==> config.mk <==
export PLATFORM = sky130hd
export DESIGN_NAME = fpu_issue_ctrl
export DESIGN_NICKNAME = d
export VERILOG_FILES = /design/src/rtl/fpu_pkg.sv /design/src/rtl/fpu_wb_scoreboard.sv /design/src/rtl/fpu_issue_ctrl.sv
export SDC_FILE = /design/constraint.sdc
export NUM_CORES = 1
export LEC_CHECK = 0
export CORE_ASPECT_RATIO = 1.1
export CORE_MARGIN = 3
export CORE_UTILIZATION = 50
export DETAILED_ROUTE_END_ITERATION = 7
export PLACE_DENSITY_LB_ADDON = 0.3
export SKIP_LAST_GASP = 1
export SLEW_MARGIN = 40
export SYNTH_ARGS = -nofsm -noshare
export SYNTH_HDL_FRONTEND = slang
export SYNTH_HIERARCHICAL = 1
export SYNTH_SLANG_ARGS = --single-unit
==> constraint.sdc <==
create_clock -name sys_clk -period 8.58 [get_ports sys_clk]
set_input_delay 1.287 -clock sys_clk [delete_from_list [all_inputs] [get_ports sys_clk]]
set_output_delay 1.287 -clock sys_clk [all_outputs]
set_load 0.1 [all_outputs]
==> src/rtl/fpu_pkg.sv <==
// Shared FPU definitions: opcode encodings, operation classes and the
// opcode-to-class decode used by the issue controller.
package fpu_pkg;

    localparam int unsigned OPC_W = 8;

    localparam logic [OPC_W-1:0] OP_FADD  = 8'h10;
    localparam logic [OPC_W-1:0] OP_FSUB  = 8'h11;
    localparam logic [OPC_W-1:0] OP_FMUL  = 8'h12;
    localparam logic [OPC_W-1:0] OP_FDIV  = 8'h13;
    localparam logic [OPC_W-1:0] OP_FSQRT = 8'h14;
    localparam logic [OPC_W-1:0] OP_FNEG  = 8'h15;
    localparam logic [OPC_W-1:0] OP_FABS  = 8'h16;
    localparam logic [OPC_W-1:0] OP_FLT   = 8'h17;
    localparam logic [OPC_W-1:0] OP_FEQ   = 8'h18;
    localparam logic [OPC_W-1:0] OP_ITOF  = 8'h19;
    localparam logic [OPC_W-1:0] OP_FTOI  = 8'h1A;

    // Latency class of an operation; CLS_ILL marks an unknown opcode.
    typedef enum logic [2:0] {
        CLS_ADD,
        CLS_MUL,
        CLS_DIV,
        CLS_MISC,
        CLS_ILL
    } op_class_e;

    // Decode an opcode into its latency class.
    function automatic op_class_e op_class(input logic [OPC_W-1:0] opcode);
        op_class_e cls;
        case (opcode)
            OP_FADD, OP_FSUB:                   cls = CLS_ADD;
            OP_FMUL:                            cls = CLS_MUL;
            OP_FDIV, OP_FSQRT:                  cls = CLS_DIV;
            OP_FNEG, OP_FABS, OP_FLT, OP_FEQ,
            OP_ITOF, OP_FTOI:                   cls = CLS_MISC;
            default:                            cls = CLS_ILL;
        endcase
        return cls;
    endfunction

endpackage

==> src/rtl/fpu_wb_scoreboard.sv <==
// Writeback-slot scoreboard: one bit per future cycle marking an expected
// FPU result, with a parallel tag pipe. Slot 0 is the current cycle.
// Ports:
//   clk, rst_n      clock, async active-low reset
//   ins_en/idx/tag  reserve slot idx (post-shift position) with tag
//   query_idx       slot to test, in pre-shift (current) coordinates
//   slot_free_c     queried slot is empty
//   head_resv       a result is expected this cycle
//   head_tag        tag of the result expected this cycle
//   any_next_c      any slot will be reserved after this clock edge
module fpu_wb_scoreboard #(
    parameter int unsigned TAG_W = 5,
    parameter int unsigned DEPTH = 10,
    localparam int unsigned IDX_W = $clog2(DEPTH)
) (
    input  logic             clk,
    input  logic             rst_n,
    input  logic             ins_en,
    input  logic [IDX_W-1:0] ins_idx,
    input  logic [TAG_W-1:0] ins_tag,
    input  logic [IDX_W-1:0] query_idx,
    output logic             slot_free_c,
    output logic             head_resv,
    output logic [TAG_W-1:0] head_tag,
    output logic             any_next_c
);

    logic [DEPTH-1:0] slots_q;
    logic [DEPTH-1:0] slots_d;
    logic [TAG_W-1:0] tags_q [DEPTH];
    logic [TAG_W-1:0] tags_d [DEPTH];

    // Advance one cycle, then drop in the new reservation.
    always_comb begin
        slots_d = {1'b0, slots_q[DEPTH-1:1]};
        for (int i = 0; i < int'(DEPTH) - 1; i++) begin
            tags_d[i] = tags_q[i+1];
        end
        tags_d[DEPTH-1] = '0;
        if (ins_en) begin
            slots_d[ins_idx] = 1'b1;
            tags_d[ins_idx]  = ins_tag;
        end
    end

    always_ff @(posedge clk or negedge rst_n) begin
        if (!rst_n) begin
            slots_q <= '0;
            for (int i = 0; i < int'(DEPTH); i++) begin
                tags_q[i] <= '0;
            end
        end else begin
            slots_q <= slots_d;
            tags_q  <= tags_d;
        end
    end

    assign slot_free_c = ~slots_q[query_idx];
    assign head_resv   = slots_q[0];
    assign head_tag    = tags_q[0];
    assign any_next_c  = |slots_d;

endmodule

==> src/rtl/fpu_issue_ctrl.sv <==
// Issue/writeback scheduler in front of a multi-latency FPU. Accepts ops
// over valid/ready, stalls on writeback-port collisions and on the
// unpipelined divider, tags returning results and flags FPU protocol errors.
// Ports:
//   sys_clk, rst_n                       clock, async active-low reset
//   req_valid/ready/opcode/x1/x2/tag     requester handshake and op
//   fpu_in_valid/opcode/x1/x2            registered issue to the FPU
//   fpu_y/ovf/out_valid                  FPU result
//   wb_valid/tag/data/ovf                registered tagged writeback
//   ill_op                               pulse: illegal opcode consumed
//   busy                                 any op in flight
//   err                                  sticky result/reservation mismatch
module fpu_issue_ctrl
    import fpu_pkg::*;
#(
    parameter int unsigned TAG_W    = 5,
    parameter int unsigned LAT_ADD  = 3,
    parameter int unsigned LAT_MUL  = 2,
    parameter int unsigned LAT_DIV  = 8,
    parameter int unsigned LAT_MISC = 1,
    parameter int unsigned MAX_LAT  = 8
) (
    input  logic             sys_clk,
    input  logic             rst_n,
    input  logic             req_valid,
    output logic             req_ready,
    input  logic [7:0]       req_opcode,
    input  logic [31:0]      req_x1,
    input  logic [31:0]      req_x2,
    input  logic [TAG_W-1:0] req_tag,
    output logic             fpu_in_valid,
    output logic [7:0]       fpu_opcode,
    output logic [31:0]      fpu_x1,
    output logic [31:0]      fpu_x2,
    input  logic [31:0]      fpu_y,
    input  logic             fpu_ovf,
    input  logic             fpu_out_valid,
    output logic             wb_valid,
    output logic [TAG_W-1:0] wb_tag,
    output logic [31:0]      wb_data,
    output logic             wb_ovf,
    output logic             ill_op,
    output logic             busy,
    output logic             err
);

    localparam int unsigned DEPTH = MAX_LAT + 2;
    localparam int unsigned IDX_W = $clog2(DEPTH);
    localparam int unsigned CNT_W = $clog2(LAT_DIV + 1);

    op_class_e        req_cls;
    logic             is_ill;
    logic             is_div;
    logic [IDX_W-1:0] lat_c;
    logic [IDX_W-1:0] query_idx;
    logic             slot_free_c;
    logic             head_resv;
    logic [TAG_W-1:0] head_tag;
    logic             any_next_c;
    logic             ready_en;
    logic             div_block;
    logic             accept;
    logic             issue;
    logic             retire;
    logic [CNT_W-1:0] div_cnt;
    logic [CNT_W-1:0] div_cnt_next;

    assign req_cls = op_class(req_opcode);
    assign is_ill  = (req_cls == CLS_ILL);
    assign is_div  = (req_cls == CLS_DIV);

    // Cycles from issue to the FPU raising out_valid for this op.
    always_comb begin
        lat_c = '0;
        case (req_cls)
            CLS_ADD:  lat_c = IDX_W'(LAT_ADD);
            CLS_MUL:  lat_c = IDX_W'(LAT_MUL);
            CLS_DIV:  lat_c = IDX_W'(LAT_DIV);
            CLS_MISC: lat_c = IDX_W'(LAT_MISC);
            default:  lat_c = '0;
        endcase
    end

    // Result lands 1+LAT cycles after acceptance; check that slot before the shift.
    assign query_idx = lat_c + IDX_W'(1);

    // ready_en keeps req_ready low while in reset and for the first edge after.
    assign div_block = is_div & (div_cnt != '0);
    assign req_ready = ready_en & (is_ill | (slot_free_c & ~div_block));
    assign accept    = req_valid & req_ready;
    assign issue     = accept & ~is_ill;
    assign retire    = fpu_out_valid & head_resv;

    // Divider occupancy countdown.
    always_comb begin
        div_cnt_next = div_cnt;
        if (issue && is_div) begin
            div_cnt_next = CNT_W'(LAT_DIV);
        end else if (div_cnt != '0) begin
            div_cnt_next = div_cnt - CNT_W'(1);
        end
    end

    fpu_wb_scoreboard #(
        .TAG_W (TAG_W),
        .DEPTH (DEPTH)
    ) u_sb (
        .clk         (sys_clk),
        .rst_n       (rst_n),
        .ins_en      (issue),
        .ins_idx     (lat_c),
        .ins_tag     (req_tag),
        .query_idx   (query_idx),
        .slot_free_c (slot_free_c),
        .head_resv   (head_resv),
        .head_tag    (head_tag),
        .any_next_c  (any_next_c)
    );

    // Issue, writeback and status registers.
    always_ff @(posedge sys_clk or negedge rst_n) begin
        if (!rst_n) begin
            ready_en     <= 1'b0;
            fpu_in_valid <= 1'b0;
            fpu_opcode   <= '0;
            fpu_x1       <= '0;
            fpu_x2       <= '0;
            ill_op       <= 1'b0;
            div_cnt      <= '0;
            wb_valid     <= 1'b0;
            wb_tag       <= '0;
            wb_data      <= '0;
            wb_ovf       <= 1'b0;
            busy         <= 1'b0;
            err          <= 1'b0;
        end else begin
            ready_en     <= 1'b1;
            fpu_in_valid <= issue;
            if (issue) begin
                fpu_opcode <= req_opcode;
                fpu_x1     <= req_x1;
                fpu_x2     <= req_x2;
            end
            ill_op   <= accept & is_ill;
            div_cnt  <= div_cnt_next;
            wb_valid <= retire;
            if (retire) begin
                wb_tag  <= head_tag;
                wb_data <= fpu_y;
                wb_ovf  <= fpu_ovf;
            end
            busy <= any_next_c | (div_cnt_next != '0);
            // Any result without a reservation, or a reservation without a result.
            err  <= err | (fpu_out_valid ^ head_resv);
        end
    end

endmodule

Word-level counts from Yosys, hierarchy flattened
Memory sizes are Yosys's and may differ from the RTL's.
Index checks and enable logic that the tools add are counted.
{"block": "op_classes", "add_sub_neg": 2, "n_mul": 0, "n_div": 0, "magnitude_cmp": 5, "n_eq_ne": 4, "shifts": 0, "n_mux": 13, "n_bitwise": 16, "reduce_logical": 8}
{"operator": "$bwmux 50", "count": 1}
{"operator": "$mux 50", "count": 1}
{"operator": "$demux 5 s4", "count": 1}
{"operator": "$pmux 4 s4", "count": 1}
{"operator": "$lt 4x5->1 const B", "count": 2}
{"operator": "$mux 10", "count": 1}
{"operator": "$or 9x10->10", "count": 1}
{"operator": "$reduce_or 10->1", "count": 1}
{"operator": "$mux 4", "count": 2}
{"operator": "$reduce_bool 4->1", "count": 2}
{"operator": "$and 1x1->1", "count": 7}
{"operator": "$eq 3x2->1 const B", "count": 2}
{"operator": "$logic_not 3->1", "count": 2}
{"operator": "$ge 5x5->1 const B", "count": 1}
{"operator": "$lt 5x1->1 const B", "count": 1}
{"operator": "$mux 5", "count": 1}
{"operator": "$not 4->5", "count": 1}
{"operator": "$add 4x1->4 const B", "count": 1}
{"operator": "$bmux 1 s4", "count": 1}
{"operator": "$demux 1 s4", "count": 1}
{"operator": "$ge 4x1->1 const B", "count": 1}
{"operator": "$sub 4x1->4 const B", "count": 1}
{"operator": "$eq 3x1->1 const B", "count": 1}
{"operator": "$eq 3x3->1 const B", "count": 1}
{"operator": "other kinds (6)", "count": 13}
{"block": "totals", "ff_bits": 180, "latch_bits": 0, "ramBits": 0, "romBits": 96, "input_bits": 114, "output_inout_bits": 116, "memories": 1}
{"name": "(name not given)", "words": 32, "word_bits": 3, "rd": 1, "rd_clocked_by_memory_dff": 0, "write_ports": 0, "line": "fpu_pkg.sv:31", "rtl": "case (opcode)"}

Logic depth before layout (Yosys ltp)
{"block": "depth", "depth_word": 17, "mapped_depth": 16, "depth_no_buf": 14}

Cells and area by module
The synthesis kept the hierarchy.
{"mod": "fpu_issue_ctrl", "instances": 1, "cells_per_inst": 298, "area_each_um2": 4998.5}
{"mod": "fpu_wb_scoreboard", "instances": 1, "cells_per_inst": 159, "area_each_um2": 2387.3}

Worst setup path before layout
OpenSTA, ideal clock, no wires.
{"block": "synth_timing", "path_type": "input port to output port", "from": "input port req_opcode[0]", "to": "output port req_ready", "arrival_ns": 4.538, "t_required_ns": 7.293, "path_slack_ns": 2.755, "path_stages": 9, "n_path_buf": 1, "path_cell_list": "buf_2 -> nor4b_2 -> a31oi_2 -> nor2_1 -> mux2i_1 -> nor3b_1 -> o41ai_1 -> o21ai_0 -> a31oi_1"}
{"block": "synth_via", "elab_chain_len": 11, "word_cells_on_any_way": 17}
{"item": "start, declared", "line": "fpu_issue_ctrl.sv:27", "rtl": "input logic [7:0] req_opcode,"}
{"item": "$mem_v2 32x3 (*)"}
{"item": "$mux 3 (*)", "line": "fpu_pkg.sv:31"}
{"item": "$eq 3x2->1 (tied with other cells)", "line": "fpu_issue_ctrl.sv:75", "rtl": "case (req_cls)"}
{"item": "$pmux 4 s4 (*)", "line": "fpu_issue_ctrl.sv:75"}
{"item": "via lat_c[3]", "line": "fpu_issue_ctrl.sv:54", "rtl": "logic [IDX_W-1:0] lat_c;"}
{"item": "$add 4x1->4 (*)", "line": "fpu_issue_ctrl.sv:85", "rtl": "assign query_idx = lat_c + IDX_W'(1);"}
{"item": "$bmux 1 s4 (*)", "line": "fpu_wb_scoreboard.sv:58", "rtl": "assign slot_free_c = ~slots_q[query_idx];"}
{"item": "$mux 1 (not written as such) (*)", "line": "fpu_wb_scoreboard.sv:58"}
{"item": "$not 1->1 (*)", "line": "fpu_wb_scoreboard.sv:58"}
{"item": "via slot_free_c", "line": "fpu_issue_ctrl.sv:56", "rtl": "logic slot_free_c;"}
{"item": "$and 1x1->1 (*)", "line": "fpu_issue_ctrl.sv:89", "rtl": "assign req_ready = ready_en & (is_ill | (slot_free_c & ~div_block));"}
{"item": "$or 1x1->1 (*)", "line": "fpu_issue_ctrl.sv:89"}
{"item": "$and 1x1->1 (*)", "line": "fpu_issue_ctrl.sv:89"}
{"item": "end, declared", "line": "fpu_issue_ctrl.sv:26", "rtl": "output logic req_ready,"}
The timed path passes the listed nets; every way through them passes the cells marked *. The select of a mux whose other input is x is not followed.

Worst setup path after layout
{"block": "layout_timing", "from": "input port req_opcode[1]", "to": "output port req_ready"}
Same word-level chain as after synthesis.

==> flow_summary.yaml <==
timing:
  setup_viol: 0
  fin_crit_ps: 5720
  rsz0062_at_grt: "false"
  layout_worst_path_cycle_share_pct: 66.7
  layout_setup_ws_ps: 2860
  tightest_slew_ps: 781
  hold_viol_final: 0
  fin_setup_tns_ps: 0
  relSlewSlack_pct: 47.9
  slew_viol_final: 0
  max_freq_mhz: 175
  fin_skew_ps: 9.79
placement:
  gp_congestion: 0.837
  pre_cts_ws_ps: 2710
  io_buffers: 229
  place_hpwl_mm: 12.2
yosys:
  synth_edf_count: 0
  yosysTopAreaCell: "dfrtp_1"
  syn_avg_cell_area_um2: 16.2
  yosysUniqueCellTypes: 50
  synth.most_common_cell: "dfrtp_1"
  ys.flop_type: "dfrtp_1"
  synthCells: 457
  netlist_area_mm2: 0.00739
  ys_warn_count: 6
  synthTopCellsByCount: "dfrtp_1, mux2_2, mux2_4"
  synth.top_cells.by_area: "dfrtp_1, mux2_2, mux2_4"
  synth_top_area_share_pct: 61.0
  ys_ff_latch: 180
  yosysSeqAreaShare_pct: 61.0
  synthArstFlopShare_pct: 100
power_and_ir_drop:
  leakage_nw: 5.17
  intPower_mw: 1.57
  irDropWorstVdd_v: 0.000138
  p_seq_share_pct: 37.9
  switching_share_pct: 39.6
  clock_power_share_pct: 27.9
  p_sw_mw: 1.03
  combPwrFrac_pct: 34.2
  power.density_mw_per_mm2: 266
floorplanning:
  dieHeight_um: 133
  ios: 230
  die_area_mm2: 0.0163
  coreArea_mm2: 0.0141
  rows: 45
  initial_core_util_pct: 52.3
  die_x_um: 122
detailed_routing:
  vias: 4560
  drc: 0
  drtAntennaViolNets: 0
  wirelength_mm: 16.5
  first_iter_violations: 292
  wl_per_cell_um: 18.5
  vias_per_cell: 5.11
  firstDrtPassIters: 4
clock_tree:
  htreeDepth: 4
  clock_tree.root_cell: "clkbuf_16"
  cts_tree: "done"
  clk_pin_slew_ps: 60
  cts_setup_buffers: 0
  clock_sinks: 180
  max-clock-path-buffers: 2
  cts_hold_buf: 0
  cts_buffers: 17
  cts_resized: 0
  clk_latency_ps: 420
setup_path:
  max_stage_delay_ps: 600
  crit_fanout: 10
  slowest_stage: "clkdlybuf4s50_1"
  critical_path_required_ps: 7290
  arrival_ps: 4430
  critPathKind: "primary input to output pin"
  crit_chain: "clkdlybuf4s50_1 > nor4b_2 > a31oi_2 > nor2_1 > mux2i_1 > nor3b_1 > o41ai_1 > o21ai_0 > a31oi_1 > buf_2"
  endpoint_kind: "output pin"
  cp-start-kind: "primary input"
  r2r_slack_ps: 5330
grt:
  grt_first_pass_wirelength_mm: 25.8
  use_met1_pct: 24.9
  antenna_found_initial: 1
  use_met2_pct: 34.2
  grtUsageTotal_pct: 20.7
  use_met3_pct: 5.52
  grt_max_degree: 105
  grt_pass1_vias: 4692
  globalRoute.totalOverflow: 0
  grt.busiest_layer: "met2"
cells_and_area:
  drive_gt1_share_pct: 44.5
  area_growth_pct: 32.0
  fin_nets: 810
job:
  maxCapViolations: 0
hold_path:
  hold_class: "flop to flop"
outcome:
  status: "finished, final reports clean"
==> metrics by stage <==
step / hold WS, ps / power, mW / utilization [%] / cells / cell area [um2]
2_1_floorplan: 447 / 1.69 / - / 463 / 7410
3_3_place_gp: 452 / 1.94 / 68.9 / 862 / 9740
3_5_place_dp: 456 / 1.89 / 65.0 / 862 / 9180
4_1_cts: 473 / 2.62 / 68.8 / 890 / 9720
5_1_grt: 489 / 2.69 / 69.0 / 892 / 9750
6_report: 469 / 2.59 / 69.0 / 892 / 9750
==> layout by cell type (no fill, tap or decap), types with 2 or more instances in the layout <==
cell type | synthesis | routed
mux2_4 | 65 | 65
and3_1 | 3 | 3
nand2b_1 | 6 | 6
clkinv_2 | 0 | 3
buf_2 | 1 | 116
clkdlybuf4s50_1 | 0 | 112
buf_6 | 1 | 2
nand2_1 | 12 | 12
or2_2 | 6 | 6
a31oi_1 | 2 | 2
nor3_1 | 4 | 4
dfrtp_1 | 180 | 180
a21oi_1 | 2 | 2
clkbuf_16 | 0 | 17
mux2i_1 | 6 | 6
conb_1 | 2 | 8
clkbuf_1 | 3 | 4
o21ai_0 | 4 | 4
nand3b_1 | 2 | 2
and2_1 | 8 | 8
nor2_1 | 12 | 12
a211oi_1 | 2 | 2
or4_1 | 2 | 2
nor3b_1 | 3 | 3
mux2_2 | 87 | 87
inv_1 | 6 | 6
bufinv_16 | 0 | 2
==> metal layers <==
| layer | part of all wire [%] | vias up |
|---|---|---|
| met3 | 6.8 | 38 |
| met4 | 3.4 | 0 |
| met5 | 0 | - |
| met2 | 51 | 164 |
| li1 | - | 2068 |
| met1 | 38 | 2290 |
==> power groups by stage <==
stage                     Clock (mW)  Combinational [mW]  Sequential (mW)
final                          0.723               0.886            0.984
after global placement             0               0.949            0.995
after floorplan                    0               0.151             1.54
after detailed placement           0               0.887            0.999
after global routing           0.779               0.917            0.995
after CTS                      0.742               0.890            0.985
==> worst paths after layout <==
check / start / depth (start not counted) / endpoint
worst max-delay path: req_opcode[1] / 10 / req_ready
worst min-delay path: fpu_opcode[4]$_DFFE_PN0N_ / 1 / fpu_opcode[4]$_DFFE_PN0N_
worst max register to register: u_sb/slots_q[3]$_DFF_PN0_ / 10 / u_sb/tags_q[6]$_DFF_PN0_
worst min register to register: fpu_opcode[4]$_DFFE_PN0N_ / 1 / fpu_opcode[4]$_DFFE_PN0N_
max in group asynchronous: rst_n / 3 / u_sb/slots_q[9]$_DFF_PN0_
min in group asynchronous: rst_n / 1 / fpu_x2[3]$_DFFE_PN0N_
==> cell families after synthesis <==
logic type | synth area share [%]
adder cells (fa/ha/maj) | 0.339
buffers and inverters | 3.18
multiplexers | 27.3
flip-flops | 61.0
XOR/XNOR | 0.119
other | 0.102
AND/OR/NAND/NOR | 5.90
AO/OA/AOI/OAI | 2.08
==> state kept, by name, summed over array words and instances (netlist names), 4 cells and up <==
signal / count
fpu_x2: 32
div_cnt: 4
u_sb/head_tag: 5
fpu_opcode: 8
u_sb/slots_q: 10
wb_data: 32
wb_tag: 5
fpu_x1: 32
u_sb/tags_q: 45
==> critical path, delay by kind of cell <==
kind | cells | cell delay, ps
simple gates | 3 | 970
buf+inv | 2 | 1050
mux | 1 | 250
compound gates | 4 | 880
==> layout make-up <==
type / instances / area, um2
well taps: 188 / 235
inverters: 6 / 22.5
clock inverters: 6 / 82.6
multi-input cells: 257 / 2680
clock buffers: 22 / 454
flip-flops and latches: 180 / 4500
repair buffers: 232 / 1770
diodes: 1 / 2.50
fillers: 1044 / 4380
No activity file was read; power rests on OpenSTA's default activity.
